<file path="src/rtl/param_memory.sv">
// Parametrised synchronous RAM; shared read/write address, init pattern preloaded after reset.
// Latency: reads return rdata/rd_valid one cycle after rd_en; writes land at the request edge.
// Backpressure: none; requests while busy are dropped, otherwise every request is accepted.
//
// Ports:
//   clk, reset            clock and synchronous active-high reset
//   wr_en, rd_en, addr    write/read requests on a shared word address
//   wdata                 write data
//   rdata, rd_valid       registered read data and its one-cycle valid pulse
//   busy                  high while the init pattern is being written
//   addr_err              one-cycle pulse for an accepted request with addr >= DEPTH
//   par_err               parity mismatch on read, aligned with rd_valid
// Optional feature macro: MEM_PARITY_EN (stores an even-parity bit per word).
module param_memory #(
  parameter int          DW        = 8,
  parameter int          DEPTH     = 4,
  parameter int unsigned INIT_BASE = 32'hAA,
  parameter int unsigned INIT_STEP = 32'h11
) (
  input  logic                     clk,
  input  logic                     reset,
  input  logic                     wr_en,
  input  logic                     rd_en,
  input  logic [$clog2(DEPTH)-1:0] addr,
  input  logic [DW-1:0]            wdata,
  output logic [DW-1:0]            rdata,
  output logic                     rd_valid,
  output logic                     busy,
  output logic                     addr_err,
  output logic                     par_err
);

  localparam int AW = $clog2(DEPTH);
  localparam logic [AW:0]   DEPTH_W  = (AW+1)'(DEPTH);
  localparam logic [AW-1:0] LAST_PTR = AW'(DEPTH - 1);

`ifdef MEM_PARITY_EN
  localparam int MW = DW + 1;
  function automatic logic [MW-1:0] make_entry(input logic [DW-1:0] d);
    return {^d, d};
  endfunction
`else
  localparam int MW = DW;
  function automatic logic [MW-1:0] make_entry(input logic [DW-1:0] d);
    return d;
  endfunction
`endif

  typedef enum logic {INIT, READY} state_t;

  state_t          state, state_nxt;
  logic [AW-1:0]   init_ptr;
  logic [DW-1:0]   init_val;
  logic [MW-1:0]   mem [DEPTH];
  logic [MW-1:0]   rd_word;
  logic            in_range;
  logic            rd_acc;
  logic            wr_acc;

  // FSM: INIT walks init_ptr over every word once, then READY until reset.
  always_ff @(posedge clk) begin
    if (reset) begin
      state    <= INIT;
      init_ptr <= '0;
    end else begin
      state <= state_nxt;
      if (state == INIT) init_ptr <= init_ptr + 1'b1;
    end
  end

  always_comb begin
    state_nxt = state;
    busy      = 1'b0;
    case (state)
      INIT: begin
        busy = 1'b1;
        if (init_ptr == LAST_PTR) state_nxt = READY;
      end
      READY: state_nxt = READY;
      default: state_nxt = INIT;
    endcase
  end

  // Pattern arithmetic is done in DW bits so it wraps mod 2^DW.
  assign init_val = DW'(INIT_BASE) + DW'(INIT_STEP) * DW'(init_ptr);

  // Address decode only matters for non-power-of-2 depths.
  assign in_range = {1'b0, addr} < DEPTH_W;
  assign rd_acc   = (state == READY) && rd_en;
  assign wr_acc   = (state == READY) && wr_en;
  assign rd_word  = in_range ? mem[addr] : '0;

  // Storage has no reset; the init FSM rewrites every word after reset.
  // Nonblocking write gives read-before-write on a same-address collision.
  always_ff @(posedge clk) begin
    if (!reset) begin
      if (state == INIT) begin
        mem[init_ptr] <= make_entry(init_val);
      end else if (wr_en && in_range) begin
        mem[addr] <= make_entry(wdata);
      end
    end
  end

  always_ff @(posedge clk) begin
    if (reset) begin
      rdata    <= '0;
      rd_valid <= 1'b0;
      addr_err <= 1'b0;
    end else begin
      rd_valid <= rd_acc;
      addr_err <= (rd_acc || wr_acc) && !in_range;
      if (rd_acc) rdata <= rd_word[DW-1:0];
    end
  end

`ifdef MEM_PARITY_EN
  always_ff @(posedge clk) begin
    if (reset) begin
      par_err <= 1'b0;
    end else begin
      par_err <= rd_acc && in_range && ((^rd_word[DW-1:0]) != rd_word[DW]);
    end
  end
`else
  assign par_err = 1'b0;
`endif

endmodule

</file>
<file path="config.mk">
export PLATFORM = sky130hd
export DESIGN_NAME = param_memory
export DESIGN_NICKNAME = d
export VERILOG_FILES = /design/src/rtl/param_memory.sv
export SDC_FILE = /design/constraint.sdc
export NUM_CORES = 1
export LEC_CHECK = 0
export ABC_AREA = 1
export BUFFER_PORTS_ARGS = -buffer_cell sky130_fd_sc_hd__buf_2
export CORE_ASPECT_RATIO = 1.1
export CORE_UTILIZATION = 53
export CTS_BUF_LIST = sky130_fd_sc_hd__clkbuf_2 sky130_fd_sc_hd__clkbuf_4 sky130_fd_sc_hd__clkbuf_8
export CTS_CLUSTER_DIAMETER = 50
export DETAILED_ROUTE_END_ITERATION = 8
export PLACE_DENSITY = 0.77
export SLEW_MARGIN = 20
export SYNTH_ARGS = -nofsm -noshare
export SYNTH_HDL_FRONTEND = slang
export SYNTH_SLANG_ARGS = --single-unit
</file>
<file path="constraint.sdc">
create_clock -name clk -period 1.7 [get_ports clk]
set_clock_uncertainty 0.2 [all_clocks]
set_input_delay 0.085 -clock clk [delete_from_list [all_inputs] [get_ports clk]]
set_output_delay 0.085 -clock clk [all_outputs]
set_load 0.005 [all_outputs]
</file>
==> impl_results.rst, run 1 <==
.. list-table::
   :header-rows: 1

   * - Metric
     - Value
   * - Run status
     - completed
   * - Share of power burned in the clock network
     - 24.0%
   * - Final Hold Vio Count
     - 0
   * - Longest Clk Path Bufs
     - 2
   * - Post-synthesis average cell area
     - roughly 9.6 µm²
   * - Clock latency reported for the late side of the worst-skew pair
     - approximately 0.35 ns
   * - Number of ports placed on the die boundary
     - 26
   * - WP data required
     - between 1.5 and 2 ns
   * - Area share of the largest cell type after synthesis
     - 48.27%
   * - Synthesis-to-finish area growth
     - 19.17%
   * - Net Sw Power
     - 0.6367 mW
   * - Die boundary width
     - a little over 60 µm
   * - Switching share of power
     - between 20% and 30%
   * - Proportion of layout cells with a drive suffix above 1
     - a little under a quarter
   * - Detailed Routing Iterations Pass 1
     - 4
   * - Post-route minimum period
     - about 1.7 ns
   * - Total GRT Usage
     - between 20% and 30%
   * - Synthesized instance count
     - 208
   * - Power density normalized to cell area
     - 1003 mW/mm²
   * - Critical path class
     - input port to flip-flop
   * - RSZ-0062 raised after global routing
     - false
   * - Commonest non-fill, non-tap cell in the layout
     - sky130_fd_sc_hd__nand2_1
   * - Placement Rows
     - 22
   * - H-tree depth
     - 2
   * - Initial Util
     - ~57%
   * - Post-synthesis cell type with the largest combined area
     - sky130_fd_sc_hd__edfxtp_1
   * - Register-to-Register Setup Slack
     - about 0.12 ns
   * - Number of max-capacitance violations reported
     - 0
   * - Final estimated routing congestion in global placement
     - 0.8082
   * - Period Utilization, post-route
     - between 90% and 100%
   * - Buffer cell driving the clock tree root
     - sky130_fd_sc_hd__clkbuf_4
   * - Number of vias per cell
     - 4.681
   * - Final Routed Wirelength
     - 3.645 mm
   * - Number of remaining DRC errors
     - 0
   * - Fmax
     - 605.5 MHz
   * - Vias in the first global route
     - 1282
   * - Flip-flop cell with the highest count after synthesis
     - sky130_fd_sc_hd__edfxtp_1
   * - Cell variety after synth
     - 23
   * - Proportion of synthesized chip area in sequential cells
     - 60.34%
   * - CTS tree
     - yes
   * - Sequential share of power
     - 57.4%
   * - Path category of the worst min-delay check
     - input port to flip-flop
   * - Type of destination of the critical path
     - flip-flop
   * - Asr flop ratio synth
     - 0%
   * - Max IR drop VDD
     - 728.2 µV
   * - Total count of max-transition violations in the final report
     - 0
   * - Largest cells by area after synthesis
     - sky130_fd_sc_hd__edfxtp_1 48%, sky130_fd_sc_hd__dfxtp_1 12%, sky130_fd_sc_hd__nand2_1 10%, sky130_fd_sc_hd__inv_1 6.2%, sky130_fd_sc_hd__nand3_1 5.8%
   * - Total half-perimeter wirelength after legalization and detailed placement
     - roughly 2.6 mm
   * - Static leakage
     - 1.122 nW
   * - Wire length of the first global-routing pass
     - around 6 mm
   * - # nets final
     - 267
   * - Leading cell types in the layout, fill and taps excluded
     - 54 x sky130_fd_sc_hd__nand2_1, 33 x sky130_fd_sc_hd__inv_1, 32 x sky130_fd_sc_hd__edfxtp_1
   * - Count of inserted antenna diode cells
     - 0
   * - Hold Slack
     - 0.02583 ns
   * - Initial DRC count
     - 73
   * - Height of the die
     - 66.28 µm
   * - Core area
     - around 0.0035 mm²
   * - Setup Viol. Count Final
     - 0
   * - Hold path start
     - addr[0]
   * - Internal portion of total power
     - 1.743 mW
   * - Hold-critical path endpoint
     - rdata[1]$_SDFFE_PP0P_
   * - Total of buffers placed on input and output ports
     - 23
   * - Die Outline Area
     - about 0.004 mm²
   * - Post-placement worst setup slack
     - -0.01198 ns
   * - Capturing point of the worst reg2reg path
     - mem[1][0]$_DFFE_PP_
   * - Number of clock buffers inserted by TritonCTS
     - 5
   * - Largest net degree at the start of global routing
     - 18
   * - Count of flip-flops with a built-in enable after synthesis
     - 32
   * - Total number of clock tree sinks
     - 44
   * - Critical Path AT
     - ~1.5 ns
   * - Setup crit start kind
     - input port
   * - Initial antenna violation count
     - 0
   * - Fraction of power consumed by combinational cells
     - 18.6%
   * - Total Power Consumption
     - about 2.4 mW
   * - R2r startpoint
     - state$_SDFF_PP0_
   * - Number of warnings printed during yosys synthesis
     - 0
   * - Cell area after technology mapping
     - 0.001991 mm²
   * - Routed via count
     - 1409
   * - Largest driver fanout on the critical path
     - 8
   * - Synthesized flop and latch total
     - 44
   * - Remaining global-route overflow
     - 0
   * - Fin worst setup slack
     - between 0.04 and 0.05 ns
   * - Wirelength per Cell
     - approximately 12 µm
   * - Number of setup buffers added after CTS
     - 0
   * - Path depth of the worst reg2reg path
     - 5
   * - Worst hold path depth
     - 6
   * - Post-DRT Antenna Nets
     - 0
   * - Clock Pin Slew Worst Setup and Hold Paths
     - 0.12 ns
-- power groups by stage --
| stage | sequential (mW) | clock, mW | combinational [mW] |
|---|---|---|---|
| floorplan | 1.38 | 0 | 0.290 |
| global placement | 1.39 | 0 | 0.409 |
| detailed placement | 1.39 | 0 | 0.412 |
| CTS | 1.36 | 0.584 | 0.438 |
| global route | 1.38 | 0.616 | 0.500 |
| finish | 1.36 | 0.571 | 0.443 |
-- area by class of cell --
class / instances / area (µm²)
Inverter: 37 / 146.4
Sequential cell: 44 / 1202
Tap cell: 48 / 60.06
Clock buffer: 8 / 72.57
Multi-Input combinational cell: 119 / 580.6
Timing Repair Buffer: 45 / 310.3
Fill cell: 287 / 1096
-- sequential cells by signal (all words and copies together), names as in the netlist --
name,count
mem,32
rdata,8
init_ptr,2
rd_valid,1
state,1
-- worst max-delay path, stage by stage --
cell and delay [ns]:
sky130_fd_sc_hd__dlygate4sd3_1 0.53, sky130_fd_sc_hd__buf_2 0.16, sky130_fd_sc_hd__inv_2 0.08, sky130_fd_sc_hd__nand3_4 0.11, sky130_fd_sc_hd__o21ai_4 0.18, sky130_fd_sc_hd__inv_2 0.07, sky130_fd_sc_hd__nor2_1 0.11, sky130_fd_sc_hd__buf_4 0.18
-- synth_stat cells, types with 2 or more instances --
library cell,instances
sky130_fd_sc_hd__inv_1,33
sky130_fd_sc_hd__o21ai_0,3
sky130_fd_sc_hd__nand3_1,23
sky130_fd_sc_hd__nand2_2,3
sky130_fd_sc_hd__buf_6,3
sky130_fd_sc_hd__edfxtp_1,32
sky130_fd_sc_hd__nand2_4,3
sky130_fd_sc_hd__nor2_1,19
sky130_fd_sc_hd__dfxtp_1,12
sky130_fd_sc_hd__a21oi_1,4
sky130_fd_sc_hd__inv_2,3
sky130_fd_sc_hd__nand2_1,54
sky130_fd_sc_hd__buf_4,5
sky130_fd_sc_hd__or2_2,2
-- stage by stage --
stage | cells | cell area [µm²] | TNS (ns) | util (%)
after global routing | 301 | 2372 | 0 | 68.40
after detailed placement | 281 | 2162 | -0.09454 | 62.34
after floorplan | 209 | 1997 | -0.8990 | -
final | 301 | 2372 | 0 | 68.40
after global placement | 281 | 2162 | 0 | 62.34
after CTS | 301 | 2360 | 0 | 68.04
-- cells by family after synthesis --
kind of cell               Yosys count  synth area share [%]
and+or+nand+nor                    107                 24.58
buffers and inverters               46                 11.63
DFF                                 44                 60.34
AOI/OAI and AO/OA                    8                 2.200
xor gates and xnor gates             1                0.4401
adders and majority gates            1                0.6284
other                                1                0.1884
-- worst max-delay path by stage --
| stage | end | from | depth (start not counted) |
|---|---|---|---|
| after detailed placement | mem[3][3]$_DFFE_PP_ | state$_SDFF_PP0_ | 4 |
| after floorplan | mem[1][0]$_DFFE_PP_ | state$_SDFF_PP0_ | 5 |
| after CTS | mem[1][5]$_DFFE_PP_ | state$_SDFF_PP0_ | 5 |
| after global placement | mem[3][3]$_DFFE_PP_ | state$_SDFF_PP0_ | 4 |
| after global routing | mem[1][6]$_DFFE_PP_ | reset | 8 |
| final | mem[1][0]$_DFFE_PP_ | reset | 8 |
-- routing by layer --
metal / part of all wire (%) / track usage [%] / up-vias
li1: - / - / 732
met1: 42 / 25.42 / 620
met2: 51 / 35.44 / 50
met3: 4.4 / 5.284 / 7
met4: 2.1 / 9.659 / 0
met5: 0 / 0 / -
-- timing repair --
action                                  4_1_cts  5_1_grt
hold endpoints to repair                     43        0
hold buffers                                 12        0
resized for setup                             1        3
endpoints found under the setup margin        8       31
pin swaps                                     0        0
(Power assumes the default switching activity.)
==> run 2: changes to the inputs <==
==> constraint.sdc (replaced) <==
create_clock -name clk -period 1.7 [get_ports clk]
set_clock_uncertainty 0.2 [all_clocks]
set_input_delay 0.34 -clock clk [delete_from_list [all_inputs] [get_ports clk]]
set_output_delay 0.34 -clock clk [all_outputs]
set_load 0.005 [all_outputs]
==> run 2 against run 1 <==
Fmax grew 1.1%. Design area shrank 5.1%. Utilization shrank 3.5 points. Clock power shrank 9.3%. Non-clock buffer count shrank 9. Critical path depth shrank 3. Flip-flop and latch count is the same. Worst hold slack gained 0.011 ns. Global-route usage grew 0.082 points. Critical endpoint is now mem[0][7]$_DFFE_PP_. Routed wire length shrank 2.6%. Clock-buffer cell count shrank 1.
==> impl_results.rst, run 2 (same netlist as run 1, synthesis figures left out) <==
.. list-table::
   :header-rows: 1

   * - Metric
     - Value
   * - Run status
     - completed
   * - Total count of max-transition violations in the final report
     - 0 (unchanged)
   * - Number of max-capacitance violations reported
     - 0 (unchanged)
   * - Total of buffers placed on input and output ports
     - 23 (unchanged)
   * - Wirelength per Cell
     - 12.16 µm (+0.45%)
   * - Static leakage
     - 1.078 nW (-3.9%)
   * - RSZ-0062 raised after global routing
     - false
   * - Flip-flop count of the largest register, all copies and words added
     - 32 (unchanged)
   * - Number of clock buffers inserted by TritonCTS
     - 5 (unchanged)
   * - Initial antenna violation count
     - 0 (unchanged)
   * - Setup Viol. Count Final
     - 0 (unchanged)
   * - Type of destination of the critical path
     - flip-flop
   * - WP data required
     - 1.57 ns (about the same)
   * - Synthesis-to-finish area growth
     - 13.07%
   * - Total GRT Usage
     - 21.32% (+0.082 points)
   * - Buffer cell driving the clock tree root
     - sky130_fd_sc_hd__clkbuf_4
   * - Worst hold path depth
     - 2 (-4)
   * - Longest Clk Path Bufs
     - 2 (unchanged)
   * - Hold-fix buffer count after cts
     - 0 (-12)
   * - Largest driver fanout on the critical path
     - 8 (unchanged)
   * - Final cell utilization of the core
     - 64.90% (-3.5 points)
   * - Die Outline Area
     - 0.004005 mm² (unchanged)
   * - Number of remaining DRC errors
     - 0 (unchanged)
   * - Vias in the first global route
     - 1265 (-1.3%)
   * - Core area
     - 0.003468 mm² (unchanged)
   * - Die boundary width
     - 60.44 µm (unchanged)
   * - Reg with most FFs
     - mem
   * - Detailed Routing Iterations Pass 1
     - 4 (unchanged)
   * - R2r startpoint
     - state$_SDFF_PP0_
   * - Height of the die
     - 66.28 µm (unchanged)
   * - Critical Path AT
     - 1.50 ns (-0.03 ns)
   * - Commonest non-fill, non-tap cell in the layout
     - sky130_fd_sc_hd__nand2_1
   * - Total Power Consumption
     - 2.309 mW (-3.0%)
   * - Endpoint of the most critical setup path
     - mem[0][7]$_DFFE_PP_
   * - Top flop regs
     - mem x32, rdata x8, init_ptr x2
   * - Final Hold Vio Count
     - 0 (unchanged)
   * - Remaining global-route overflow
     - 0 (unchanged)
   * - Initial Util
     - 57.40% (unchanged)
   * - Critical path launch point
     - state$_SDFF_PP0_
   * - Largest net degree at the start of global routing
     - 17 (-1)
   * - Routed via count
     - 1373 (-2.6%)
   * - Count of inserted antenna diode cells
     - 0 (unchanged)
   * - Wire length of the first global-routing pass
     - 5.885 mm (+0.24%)
   * - Filler cell count in the final layout
     - 271 (-5.6%)
   * - Path category of the worst min-delay check
     - input port to flip-flop
   * - Number of setup buffers added after CTS
     - 0 (unchanged)
   * - Leading cell types in the layout, fill and taps excluded
     - 54 x sky130_fd_sc_hd__nand2_1, 33 x sky130_fd_sc_hd__inv_1, 32 x sky130_fd_sc_hd__edfxtp_1
   * - Setup crit start kind
     - flip-flop
   * - Fmax
     - 611.9 MHz (+1.1%)
   * - Critical path class
     - flip-flop to flip-flop
   * - Number of ports placed on the die boundary
     - 26 (unchanged)
   * - Sequential cell area in the final layout
     - 0.001205 mm² (+0.21%)
   * - H-tree depth
     - 2 (unchanged)
   * - Period Utilization, post-route
     - 96.13% (-1.0 points)
   * - Final Routed Wirelength
     - 3.552 mm (-2.6%)
   * - Proportion of layout cells with a drive suffix above 1
     - 25.00% (+1.3 points)
   * - Final estimated routing congestion in global placement
     - 0.8044 (-0.47%)
   * - Capturing point of the worst reg2reg path
     - mem[0][7]$_DFFE_PP_
   * - Path depth of the worst reg2reg path
     - 5 (unchanged)
   * - Number of vias per cell
     - 4.702 (+0.45%)
   * - CTS tree
     - yes
   * - Clock latency reported for the late side of the worst-skew pair
     - 0.35 ns (about the same)
   * - Register-to-Register Setup Slack
     - 0.07 ns (-0.05 ns)
   * - Clock Pin Slew Worst Setup and Hold Paths
     - 0.11 ns (about the same)
   * - Placement Rows
     - 22 (unchanged)
   * - Area of the multi-input gates
     - 564.3 µm² (-2.8%)
   * - # nets final
     - 258 (-3.4%)
   * - Max IR drop VDD
     - 583.9 µV (-20%)
   * - Post-DRT Antenna Nets
     - 0 (unchanged)
   * - Power density normalized to cell area
     - 1026 mW/mm² (+2.3%)
   * - Initial DRC count
     - 72 (-1.4%)
   * - Total half-perimeter wirelength after legalization and detailed placement
     - 2.673 mm (+3.7%)
   * - Post-route minimum period
     - 1.634 ns (-0.01726 ns)
   * - Total number of clock tree sinks
     - 44 (unchanged)
run 2: worst min-delay path by stage:
stage	from	endpoint
3_3_place_gp	rdata[0]$_SDFFE_PP0P_	rdata[0]$_SDFFE_PP0P_
6_report	reset	state$_SDFF_PP0_
2_1_floorplan	rd_en	rd_valid$_SDFF_PP0_
3_5_place_dp	init_ptr[1]$_SDFFE_PP0N_	init_ptr[1]$_SDFFE_PP0N_
5_1_grt	reset	state$_SDFF_PP0_
4_1_cts	reset	state$_SDFF_PP0_
run 2: where the power goes:
| group | total [mW] | switching, mW | internal (mW) |
|---|---|---|---|
| clock | 0.518 | 0.303 | 0.215 |
| combinational | 0.419 | 0.269 | 0.150 |
| sequential | 1.37 | 0.0518 | 1.32 |
| total | 2.31 | 0.624 | 1.68 |
run 2: layer usage:
layer  wire, µm  GRT usage [%]
met2       1644          32.14
met5          0              0
met1       1661          28.02
met3        201          5.284
met4         44          11.36
run 2: cell type report:
| cell class | count | share of cell area [%] |
|---|---|---|
| clock inverter | 1 | 0.1668 |
| sequential | 44 | 53.53 |
| clock buffer | 7 | 2.613 |
| timing repair buffer | 36 | 9.450 |
| inverter | 37 | 6.504 |
| tap | 48 | 2.668 |
| multi-input combinational | 119 | 25.07 |
run 2: through the flow:
step                setup TNS [ns]  hold slack [ns]  worst slack [ns]  area, µm²  instances
global route                     0          0.02521           0.01183       2251        292
CTS                              0          0.02905           0.04776       2248        292
detailed placement         -0.5695           0.3265          -0.04097       2185        284
floorplan                  -0.8990           0.2652          -0.06323       1997        209
finish                           0          0.03648           0.06572       2251        292
global placement                 0           0.3180          0.006849       2185        284
run 2: repair_timing:
action | CTS | global route
endpoints found under the hold margin | 0 | 0
gates resized for setup | 1 | 1
setup endpoints to repair | 25 | 17
run 2: worst max-delay path: stages (launching register included):
cell	delay, ns
sky130_fd_sc_hd__dfxtp_4	0.41
sky130_fd_sc_hd__nand2_4	0.06
sky130_fd_sc_hd__a21oi_1	0.21
sky130_fd_sc_hd__nand3_1	0.15
sky130_fd_sc_hd__nor2_1	0.14
sky130_fd_sc_hd__buf_4	0.18
==> run 3: changes to the inputs <==
--- a/config.mk
+++ b/config.mk
@@ -7,6 +7,5 @@
 export LEC_CHECK = 0
-export ABC_AREA = 1
 export BUFFER_PORTS_ARGS = -buffer_cell sky130_fd_sc_hd__buf_2
 export CORE_ASPECT_RATIO = 1.1
-export CORE_UTILIZATION = 53
+export CORE_UTILIZATION = 35
 export CTS_BUF_LIST = sky130_fd_sc_hd__clkbuf_2 sky130_fd_sc_hd__clkbuf_4 sky130_fd_sc_hd__clkbuf_8
@@ -14,3 +13,3 @@
 export DETAILED_ROUTE_END_ITERATION = 8
-export PLACE_DENSITY = 0.77
+export PLACE_DENSITY = 0.55
 export SLEW_MARGIN = 20
--- a/constraint.sdc
+++ b/constraint.sdc
@@ -4,2 +4,2 @@
 set_output_delay 0.34 -clock clk [all_outputs]
-set_load 0.005 [all_outputs]
+set_load 0.05 [all_outputs]
==> run 3 against run 2 <==
The run now ends with design-rule violations left. Global-route usage decreased by 8.0 points. Clock-buffer cell count decreased by 1. Worst hold slack improved by 0.093 ns. Fmax decreased by 1.9%. Sequential power decreased by 7%. Synthesized cell count decreased by 38%. Die area increased by 39%. Critical path depth decreased by 2. Power increased by 3.8%. Critical path type unchanged.
==> impl_results.rst, run 3 <==
.. list-table::
   :header-rows: 1

   * - Metric
     - Value
   * - Synthesis-to-finish area growth
     - 21.02%
   * - Buffer cell driving the clock tree root
     - sky130_fd_sc_hd__clkbuf_8
   * - Critical path class
     - flip-flop to flip-flop
   * - Flip-flop count of the largest register, all copies and words added
     - 32 (unchanged)
   * - Initial Util
     - 36.54% (-21 points)
   * - Height of the die
     - 78.03 µm (+18%)
   * - Number of max-capacitance violations reported
     - 0 (unchanged)
   * - Total number of clock tree sinks
     - 44 (unchanged)
   * - Asr flop ratio synth
     - 0% (unchanged)
   * - Total count of max-transition violations in the final report
     - 0 (unchanged)
   * - Synthesized flop and latch total
     - 44 (unchanged)
   * - RSZ-0062 raised after global routing
     - true
   * - Internal portion of total power
     - 1.846 mW (+9.6%)
   * - Fin worst setup slack
     - 0.03386 ns (-0.03186 ns)
   * - Clock latency reported for the late side of the worst-skew pair
     - 0.29 ns (-0.06 ns)
   * - Hold Slack
     - 0.1296 ns (+0.09309 ns)
   * - Core area
     - 0.005034 mm² (+45%)
   * - Cell family with most CP delay
     - simple AND/OR/NAND/NOR gates
   * - Final Hold Vio Count
     - 0 (unchanged)
   * - Commonest non-fill, non-tap cell in the layout
     - sky130_fd_sc_hd__edfxtp_1
   * - Total half-perimeter wirelength after legalization and detailed placement
     - 2.352 mm (-12%)
   * - Power density normalized to cell area
     - 1077 mW/mm² (+5.0%)
   * - Path category of the worst min-delay check
     - input port to flip-flop
   * - Wirelength per Cell
     - 15.00 µm (+23%)
   * - Filler cell count in the final layout
     - 463 (+71%)
   * - Cell area after technology mapping
     - 0.001839 mm² (-7.6%)
   * - Count of inserted antenna diode cells
     - 0 (unchanged)
   * - Static leakage
     - 0.8697 nW (-19%)
   * - Remaining global-route overflow
     - 0 (unchanged)
   * - CTS tree
     - yes
   * - Post-synthesis cell type with the largest combined area
     - sky130_fd_sc_hd__edfxtp_1
   * - Switching share of power
     - 23.00% (-4.0 points)
   * - Critical path cell sequence
     - and3b_2 -> mux2i_4 -> and2_4
   * - Number of remaining DRC errors
     - 3 (+3)
   * - Largest net degree at the start of global routing
     - 14 (-3)
   * - Vias in the first global route
     - 1071 (-15%)
   * - Proportion of layout cells with a drive suffix above 1
     - 43.98% (+19 points)
   * - Longest Clk Path Bufs
     - 2 (unchanged)
   * - Wire length of the first global-routing pass
     - 5.313 mm (-9.7%)
   * - Routed via count
     - 1070 (-22%)
   * - Fmax
     - 600.2 MHz (-1.9%)
   * - Detailed Routing Iterations Pass 1
     - 6 (+2)
   * - Run status
     - finished, violations left
   * - Reg with most FFs
     - mem
   * - Area share of the largest cell type after synthesis
     - 52.24% (+4.0 points)
   * - Setup Viol. Count Final
     - 0 (unchanged)
   * - Period Utilization, post-route
     - 98.01% (+1.9 points)
   * - Count of flip-flops with a built-in enable after synthesis
     - 32 (unchanged)
   * - Post-route minimum period
     - 1.666 ns (+0.03186 ns)
   * - Initial DRC count
     - 31 (-57%)
   * - Total of buffers placed on input and output ports
     - 23 (unchanged)
   * - Post-synthesis average cell area
     - 14.26 µm² (+49%)
   * - Buffering stage count on the worst path with inverters included
     - 0 (-1)
   * - Total GRT Usage
     - 13.30% (-8.0 points)
   * - Initial antenna violation count
     - 0 (unchanged)
   * - Number of clock buffers inserted by TritonCTS
     - 5 (unchanged)
   * - Final Routed Wirelength
     - 3.361 mm (-5.4%)
   * - Flip-flop cell with the highest count after synthesis
     - sky130_fd_sc_hd__edfxtp_1
   * - Commonest cells in the netlist
     - 32 x sky130_fd_sc_hd__edfxtp_1, 19 x sky130_fd_sc_hd__nand2_1, 14 x sky130_fd_sc_hd__mux2_2
   * - WP data required
     - 1.50 ns (-0.07 ns)
   * - Dominant cell by count in the synthesized netlist
     - sky130_fd_sc_hd__edfxtp_1
   * - Final estimated routing congestion in global placement
     - 0.7319 (-9.0%)
   * - Placement Rows
     - 27 (+23%)
   * - Violated checks
     - design-rule violations
   * - H-tree depth
     - 2 (unchanged)
   * - Top flop regs
     - mem x32, rdata x8, init_ptr x2
   * - Die Outline Area
     - 0.005549 mm² (+39%)
   * - Clock Pin Slew Worst Setup and Hold Paths
     - 0.07 ns (-0.04 ns)
   * - Sequential share of power
     - 53.2% (-6.2 points)
   * - Fraction of power consumed by combinational cells
     - 13.9% (-4.2 points)
   * - Slowest cell on the critical path
     - sky130_fd_sc_hd__dfxtp_2
   * - Setup crit start kind
     - flip-flop
   * - Synthesized instance count
     - 129 (-38%)
   * - Proportion of synthesized chip area in sequential cells
     - 65.31% (+5.0 points)
   * - CP max stage delay
     - 0.36 ns (-0.05 ns)
   * - Share of power burned in the clock network
     - 32.9% (+10 points)
   * - Leading cell types in the layout, fill and taps excluded
     - 32 x sky130_fd_sc_hd__edfxtp_1, 23 x sky130_fd_sc_hd__buf_2, 19 x sky130_fd_sc_hd__nand2_1
   * - Critical Path AT
     - 1.47 ns (-0.03 ns)
   * - Die boundary width
     - 71.12 µm (+18%)
   * - # nets final
     - 180 (-30%)
   * - Cell variety after synth
     - 27 (+17%)
   * - Number of vias per cell
     - 4.777 (+1.6%)
   * - Largest driver fanout on the critical path
     - 8 (unchanged)
   * - Number of ports placed on the die boundary
     - 26 (unchanged)
   * - Largest cells by area after synthesis
     - sky130_fd_sc_hd__edfxtp_1 52%, sky130_fd_sc_hd__dfxtp_1 13%, sky130_fd_sc_hd__mux2_2 8.6%, sky130_fd_sc_hd__nand2_1 3.9%, sky130_fd_sc_hd__buf_6 3.7%
   * - Net Sw Power
     - 0.5515 mW (-12%)
   * - Post-placement worst setup slack
     - -0.06104 ns (-0.02006 ns)
   * - Max IR drop VDD
     - 523.4 µV (-10%)
   * - Number of warnings printed during yosys synthesis
     - 0 (unchanged)
   * - Post-DRT Antenna Nets
     - 0 (unchanged)
   * - Type of destination of the critical path
     - flip-flop
run 3: kinds of logic (layout without fill, tap and decap cells):
group                      after synthesis  count (layout)  share of synthesized area, %
and+or+nand+nor                         38              38                         10.41
other                                    1               2                        0.2039
AOI/OAI and AO/OA                       14              14                         5.306
DFF                                     44              44                         65.31
buffers and inverters                   11              47                         5.169
muxes                                   20              20                         12.93
adders and majority gates                1               1                        0.6802
run 3: final timing paths:
path | depth (start not counted) | to | slack, ns | from
setup / recovery | 3 | mem[1][5]$_DFFE_PP_ | 0.03 | state$_SDFF_PP0_
hold reg to reg | 2 | rdata[1]$_SDFFE_PP0P_ | 0.23 | rdata[1]$_SDFFE_PP0P_
setup reg to reg | 3 | mem[1][5]$_DFFE_PP_ | 0.03 | state$_SDFF_PP0_
hold / removal | 2 | rd_valid$_SDFF_PP0_ | 0.13 | rd_en
run 3: cell type report:
class	instances	area [µm²]	share of cell area, %
clock inverters	2	35.03	1.574
flip-flops and latches	44	1202	54.02
inverters	2	7.507	0.3373
clock buffers	6	76.32	3.429
multi-input cells	75	588.1	26.42
repair buffers	37	244.0	10.96
well taps	58	72.57	3.260
run 3: layer usage:
metal  GRT usage (%)  vias to the layer above  wire length [µm]
met1           15.10                      515              1403
met5               0                        -                 0
met3           4.365                        4               131
met4           4.800                        0                40
met2           23.27                       19              1785
li1                -                      532                 -
run 3: per-stage QoR:
stage	std cells	instance area [µm²]	util [%]	power (mW)	TNS, ns
2_1_floorplan	130	1871	-	1.519	-0.6282
3_3_place_gp	215	2077	41.26	1.603	-0.5350
3_5_place_dp	215	2077	41.26	1.615	-1.001
4_1_cts	223	2188	43.48	2.403	0
5_1_grt	224	2226	44.22	2.502	-0.1219
6_report	224	2226	44.22	2.398	0
run 3: power by group through the flow:
stage	Combinational (mW)	Clock (mW)	Sequential, mW
6_report	0.334	0.788	1.28
4_1_cts	0.315	0.812	1.28
3_5_place_dp	0.313	0	1.30
5_1_grt	0.365	0.855	1.28
2_1_floorplan	0.201	0	1.32
3_3_place_gp	0.305	0	1.30
run 3: timing repair:
action,in CTS,in global routing
endpoints found under the setup margin,0,33
buffers inserted,0,1
hold buffers,0,0
resized for setup,0,8
